**config.mk**
```make
export PLATFORM = sky130hd
export DESIGN_NAME = uart_frame_check
export DESIGN_NICKNAME = d
export VERILOG_FILES = /design/src/rtl/uart_frame_check.sv
export SDC_FILE = /design/constraint.sdc
export NUM_CORES = 1
export LEC_CHECK = 0
export ABC_AREA = 1
export BUFFER_PORTS_ARGS = -buffer_cell sky130_fd_sc_hd__buf_2
export CORE_UTILIZATION = 55
export DETAILED_ROUTE_END_ITERATION = 8
export HOLD_SLACK_MARGIN = 0.03
export PLACE_DENSITY_LB_ADDON = 0.25
export SYNTH_ARGS = -nofsm -noshare
export SYNTH_HDL_FRONTEND = slang
export SYNTH_SLANG_ARGS = --single-unit
```
**constraint.sdc**
```tcl
create_clock -name CLK -period 3.9 [get_ports CLK]
set_input_delay 0.585 -clock CLK [delete_from_list [all_inputs] [get_ports CLK]]
set_output_delay 0.585 -clock CLK [all_outputs]
set_load 0.02 [all_outputs]
```
**src/rtl/uart_frame_check.sv**
```systemverilog
`default_nettype none
// ============================================================================
// Module   : uart_frame_check
// Purpose  : UART receive framing FSM: start/data/parity/stop checking.
// Revision : 1.0 - initial release
// ============================================================================
module uart_frame_check #(
    parameter int DATA_WIDTH = 8,
    parameter int STOP_BITS  = 1
) (
    input  logic                  CLK,
    input  logic                  RST,
    input  logic                  start_req,
    input  logic                  sample_valid,
    input  logic                  sampled_bit,
    input  logic                  par_en,
    input  logic                  par_typ,
    output logic [DATA_WIDTH-1:0] p_data,
    output logic                  data_valid,
    output logic                  frame_busy,
    output logic                  start_glitch,
    output logic                  par_err,
    output logic                  stop_err
);

    localparam int              CNT_W     = $clog2(DATA_WIDTH);
    localparam logic [CNT_W-1:0] CNT_LAST = CNT_W'(DATA_WIDTH - 1);
    localparam logic            STOP_LAST = 1'(STOP_BITS - 1);

    typedef enum logic [2:0] {
        S_IDLE   = 3'd0,
        S_START  = 3'd1,
        S_DATA   = 3'd2,
        S_PARITY = 3'd3,
        S_STOP   = 3'd4
    } state_t;

    state_t                  state, state_nxt;
    logic [CNT_W-1:0]        bit_cnt, bit_cnt_nxt;
    logic [DATA_WIDTH-1:0]   shift_reg, shift_nxt;
    logic [DATA_WIDTH-1:0]   p_data_nxt;
    logic                    stop_cnt, stop_cnt_nxt;
    logic                    par_en_q, par_en_nxt;
    logic                    par_typ_q, par_typ_nxt;
    logic                    par_fail, par_fail_nxt;
    logic                    stop_fail, stop_fail_nxt;
    logic                    dv_nxt, glitch_nxt, par_err_nxt, stop_err_nxt;
    logic                    stop_fail_now;
    logic                    par_expected;

    // Flags include the stop sample being consumed this cycle.
    assign stop_fail_now = stop_fail | ~sampled_bit;
    assign par_expected  = (^shift_reg) ^ par_typ_q;
    assign frame_busy    = (state != S_IDLE);

    always_ff @(posedge CLK) begin
        if (RST) begin
            state        <= S_IDLE;
            bit_cnt      <= '0;
            shift_reg    <= '0;
            stop_cnt     <= 1'b0;
            par_en_q     <= 1'b0;
            par_typ_q    <= 1'b0;
            par_fail     <= 1'b0;
            stop_fail    <= 1'b0;
            p_data       <= '0;
            data_valid   <= 1'b0;
            start_glitch <= 1'b0;
            par_err      <= 1'b0;
            stop_err     <= 1'b0;
        end else begin
            state        <= state_nxt;
            bit_cnt      <= bit_cnt_nxt;
            shift_reg    <= shift_nxt;
            stop_cnt     <= stop_cnt_nxt;
            par_en_q     <= par_en_nxt;
            par_typ_q    <= par_typ_nxt;
            par_fail     <= par_fail_nxt;
            stop_fail    <= stop_fail_nxt;
            p_data       <= p_data_nxt;
            data_valid   <= dv_nxt;
            start_glitch <= glitch_nxt;
            par_err      <= par_err_nxt;
            stop_err     <= stop_err_nxt;
        end
    end

    always_comb begin
        state_nxt     = state;
        bit_cnt_nxt   = bit_cnt;
        shift_nxt     = shift_reg;
        stop_cnt_nxt  = stop_cnt;
        par_en_nxt    = par_en_q;
        par_typ_nxt   = par_typ_q;
        par_fail_nxt  = par_fail;
        stop_fail_nxt = stop_fail;
        p_data_nxt    = p_data;
        dv_nxt        = 1'b0;
        glitch_nxt    = 1'b0;
        par_err_nxt   = 1'b0;
        stop_err_nxt  = 1'b0;

        case (state)
            S_IDLE: begin
                // A coincident sample_valid is deliberately not consumed here.
                if (start_req) begin
                    state_nxt   = S_START;
                    par_en_nxt  = par_en;
                    par_typ_nxt = par_typ;
                end
            end
            S_START: begin
                if (sample_valid) begin
                    if (sampled_bit) begin
                        state_nxt  = S_IDLE;
                        glitch_nxt = 1'b1;
                    end else begin
                        state_nxt   = S_DATA;
                        bit_cnt_nxt = '0;
                    end
                end
            end
            S_DATA: begin
                if (sample_valid) begin
                    shift_nxt = {sampled_bit, shift_reg[DATA_WIDTH-1:1]};
                    if (bit_cnt == CNT_LAST) begin
                        state_nxt    = par_en_q ? S_PARITY : S_STOP;
                        stop_cnt_nxt = 1'b0;
                    end else begin
                        bit_cnt_nxt = bit_cnt + 1'b1;
                    end
                end
            end
            S_PARITY: begin
                if (sample_valid) begin
                    if (sampled_bit != par_expected) begin
                        par_fail_nxt = 1'b1;
                    end
                    state_nxt    = S_STOP;
                    stop_cnt_nxt = 1'b0;
                end
            end
            S_STOP: begin
                if (sample_valid) begin
                    if (stop_cnt == STOP_LAST) begin
                        par_err_nxt  = par_fail;
                        stop_err_nxt = stop_fail_now;
                        if (!(par_fail || stop_fail_now)) begin
                            dv_nxt     = 1'b1;
                            p_data_nxt = shift_reg;
                        end
                        state_nxt     = S_IDLE;
                        bit_cnt_nxt   = '0;
                        stop_cnt_nxt  = 1'b0;
                        par_fail_nxt  = 1'b0;
                        stop_fail_nxt = 1'b0;
                    end else begin
                        stop_fail_nxt = stop_fail_now;
                        stop_cnt_nxt  = stop_cnt + 1'b1;
                    end
                end
            end
            default: begin
                state_nxt = S_IDLE;
            end
        endcase
    end

endmodule
`default_nettype wire

```
==> flow_summary.yaml <==
hold_path:
  min_path_cells: 2
  worstHoldPathType: "reg2reg"
  hold_end: "par_err$_SDFF_PP0_"
  min_from: "par_fail$_SDFFE_PP0P_"
floorplanning:
  rows: 17
  start_util_pct: 60.9
  fp.coreArea_um2: 2300
  die_h_um: 52.5
  pin_count: 20
  design.die.area_um2: 2750
  die_x_um: 52.5
yosys:
  syn_area_um2: 1400
  synth_fp_nets: 202
  synth_area_leaders: "dfxtp_1, nand2_1, a21oi_1, o21ai_0, inv_1"
  ys.flop_type: "dfxtp_1"
  synthMuxAreaShare_pct: 0
  synth_top_family_by_area: "simple AND/OR/NAND/NOR gates"
  yosysSeqAreaShare_pct: 41.5
  synthSimpleGateAreaFrac_pct: 29.0
  synth-seq-cells: 29
  synth_edf_count: 0
  synth_top_area_cell: "dfxtp_1"
  yosys.cell_count.top_type: "nand2_1"
  yosysTopAreaCellShare_pct: 41.5
  synthTopCellsByCount: "nand2_1, dfxtp_1, a21oi_1, inv_1, o21ai_0"
  async_flop_share_pct: 0
  synthDistinctLibCells: 30
  syn_area_per_cell_um2: 7.25
  syn-instance-count: 193
  synth_fa_ha_area_share_pct: 1.79
  synthXorXnorAreaFrac_pct: 1.25
  synth-compound-area-share_pct: 18.9
  ys_warn_count: 0
sta:
  setup_viol: 0
  holdWs_ns: 0.479
  drv_slew: 0
  setup_tns_ns: 0
  relSlewSlack_pct: 60.5
  hold_viol_final: 0
  worst_clock_skew_ns: 0.00882
  post-route-period-util_pct: 50.6
  period_needed_ns: 1.97
  tightest_slew_ns: 0.592
  fmax_mhz: 507
  grt_setup_unrepaired: "false"
run_status:
  run_status: "finished, final reports clean"
run:
  max_cap_violations: 0
detailed_routing:
  via_count: 1292
  routedWlPerCell_um: 11.6
  ant_nets: 0
  drt-pass1-iter-count: 4
  post_drt_via_cell_ratio: 5.30
  wl_mm: 2.83
  drt_iter0_drc: 38
  drc: 0
pwr:
  pwr-share-comb_pct: 37.1
  p_leak_uw: 0.000738
  power.internal_uw: 570
  p_sw_uw: 376
  clkPwrFrac_pct: 22.6
  switching_share_pct: 39.8
  irDropWorstVdd_mv: 0.541
  power_density_nw_per_um2: 601
  seqPwrFrac_pct: 40.3
cells_and_area:
  postLayoutCoreUtil_pct: 68.6
  diodes: 0
  drive_above_1_share_pct: 20.4
  design_area_um2: 1580
  area_delta_synth_final_pct: 12.6
  nNetsFinal: 224
  finalNonFillerCells: 244
critical_path:
  start_kind: "flop"
  critPathKind: "reg2out"
  regToRegEndpoint: "shift_reg[7]$_SDFFE_PP0P_"
  r2r_slack_ns: 2.30
  r2r_start: "state[1]$_SDFFE_PP0P_"
  crit_chain: "nor3_1 > inv_1 > buf_2"
  end_kind: "output port"
  reg2reg_depth: 7
  cp.required_ns: 3.31
  crit_arrival_ns: 1.39
  critPathMaxFanout: 5
  max_stage_delay_ns: 0.42
  slowest_stage: "nor3_1"
clock_network:
  cts_tree: "built"
  postCtsHoldBufs: 0
  clock_path_buffers: 2
  cts-buffers-inserted: 5
  cts_resized: 0
  clock_latency_ns: 0.34
  post_cts_buffers: 0
  root_buffer: "clkbuf_4"
  numClockSinks: 29
  clkTransAtPathRegs_ns: 0.10
  htree_num_levels: 2
placement:
  routabilityCongestion: 0.916
  place_inst: 236
  postPlaceCellArea_um2: 1510
  io_buffers: 19
  place_hpwl_mm: 2.04
grt:
  grt_max_degree: 23
  use_met2_pct: 40.7
  grt_pass1_vias: 1149
  antenna_found_initial: 0
  grt.met3_usage_pct: 6.09
  grtUsageTotal_pct: 24.6
  grtUsageMet1_pct: 29.4
  top_usage_layer: "met2"
  grt_overflow: 0
  grt_pass1_wl_mm: 4.84
==> stage by stage <==
step	setup WS [ns]	total power, uW
3_5_place_dp	2.14	738
5_1_grt	1.80	1020
2_1_floorplan	2.48	665
6_report	1.93	947
4_1_cts	1.92	950
3_3_place_gp	2.24	720
==> worst max-delay path, delay by kind of cell (launching register included) <==
kind	cells	cell delay, ns
flops	1	0.38
simple gates	1	0.42
buf+inv	2	0.24
==> area by class of cell <==
class	count	area, um^2
fillers	204	721
multi-input cells	138	713
flip-flops and latches	29	581
repair buffers	19	95.1
inverters	22	82.6
clock buffers	7	65.1
well taps	28	35.0
clock inverters	1	5.00
==> worst max-delay path by stage <==
| stage | from | endpoint | slack (ns) | cells past startpoint |
|---|---|---|---|---|
| after detailed placement | sample_valid | shift_reg[7]$_SDFFE_PP0P_ | 2.14 | 6 |
| after floorplan | state[2]$_SDFFE_PP0P_ | frame_busy | 2.48 | 2 |
| after CTS | state[2]$_SDFFE_PP0P_ | frame_busy | 1.92 | 3 |
| after global routing | state[2]$_SDFFE_PP0P_ | frame_busy | 1.80 | 3 |
| after global placement | sample_valid | shift_reg[7]$_SDFFE_PP0P_ | 2.24 | 6 |
| final | state[2]$_SDFFE_PP0P_ | frame_busy | 1.93 | 3 |
==> routing by layer <==
layer	part of all wire, %	routed length [um]	vias up
li1	-	-	677
met1	47	1320	576
met2	46	1300	32
met3	5.5	155	7
met4	1.6	46	0
met5	0	0	-
==> placed cells by master, fill, tap and decap left out, drive strengths merged <==
| master | Yosys | final |
|---|---|---|
| dfxtp | 29 | 29 |
| nor2 | 16 | 16 |
| clkinv | 0 | 1 |
| xnor2 | 1 | 1 |
| nand2 | 48 | 48 |
| nand4 | 1 | 1 |
| clkbuf | 1 | 7 |
| buf | 3 | 19 |
| o22ai | 1 | 1 |
| inv | 22 | 22 |
| a21oi | 25 | 25 |
| nand3b | 1 | 1 |
| ha | 2 | 2 |
| o21ai | 25 | 25 |
| xor2 | 1 | 1 |
| nor3 | 4 | 4 |
| nand3 | 13 | 13 |
==> power by group through the flow <==
stage | Sequential, uW | Combinational, uW | Clock, uW
global route | 387 | 401 | 230
global placement | 385 | 335 | 0
finish | 381 | 351 | 214
floorplan | 384 | 281 | 0
CTS | 381 | 352 | 217
detailed placement | 388 | 350 | 0
==> cell families after synthesis <==
logic type | after synthesis
adders and majority gates | 2
AOI/OAI and AO/OA | 51
buffers and inverters | 26
xor gates and xnor gates | 2
and+or+nand+nor | 83
DFF | 29
Power figures use the tool's default switching activity.
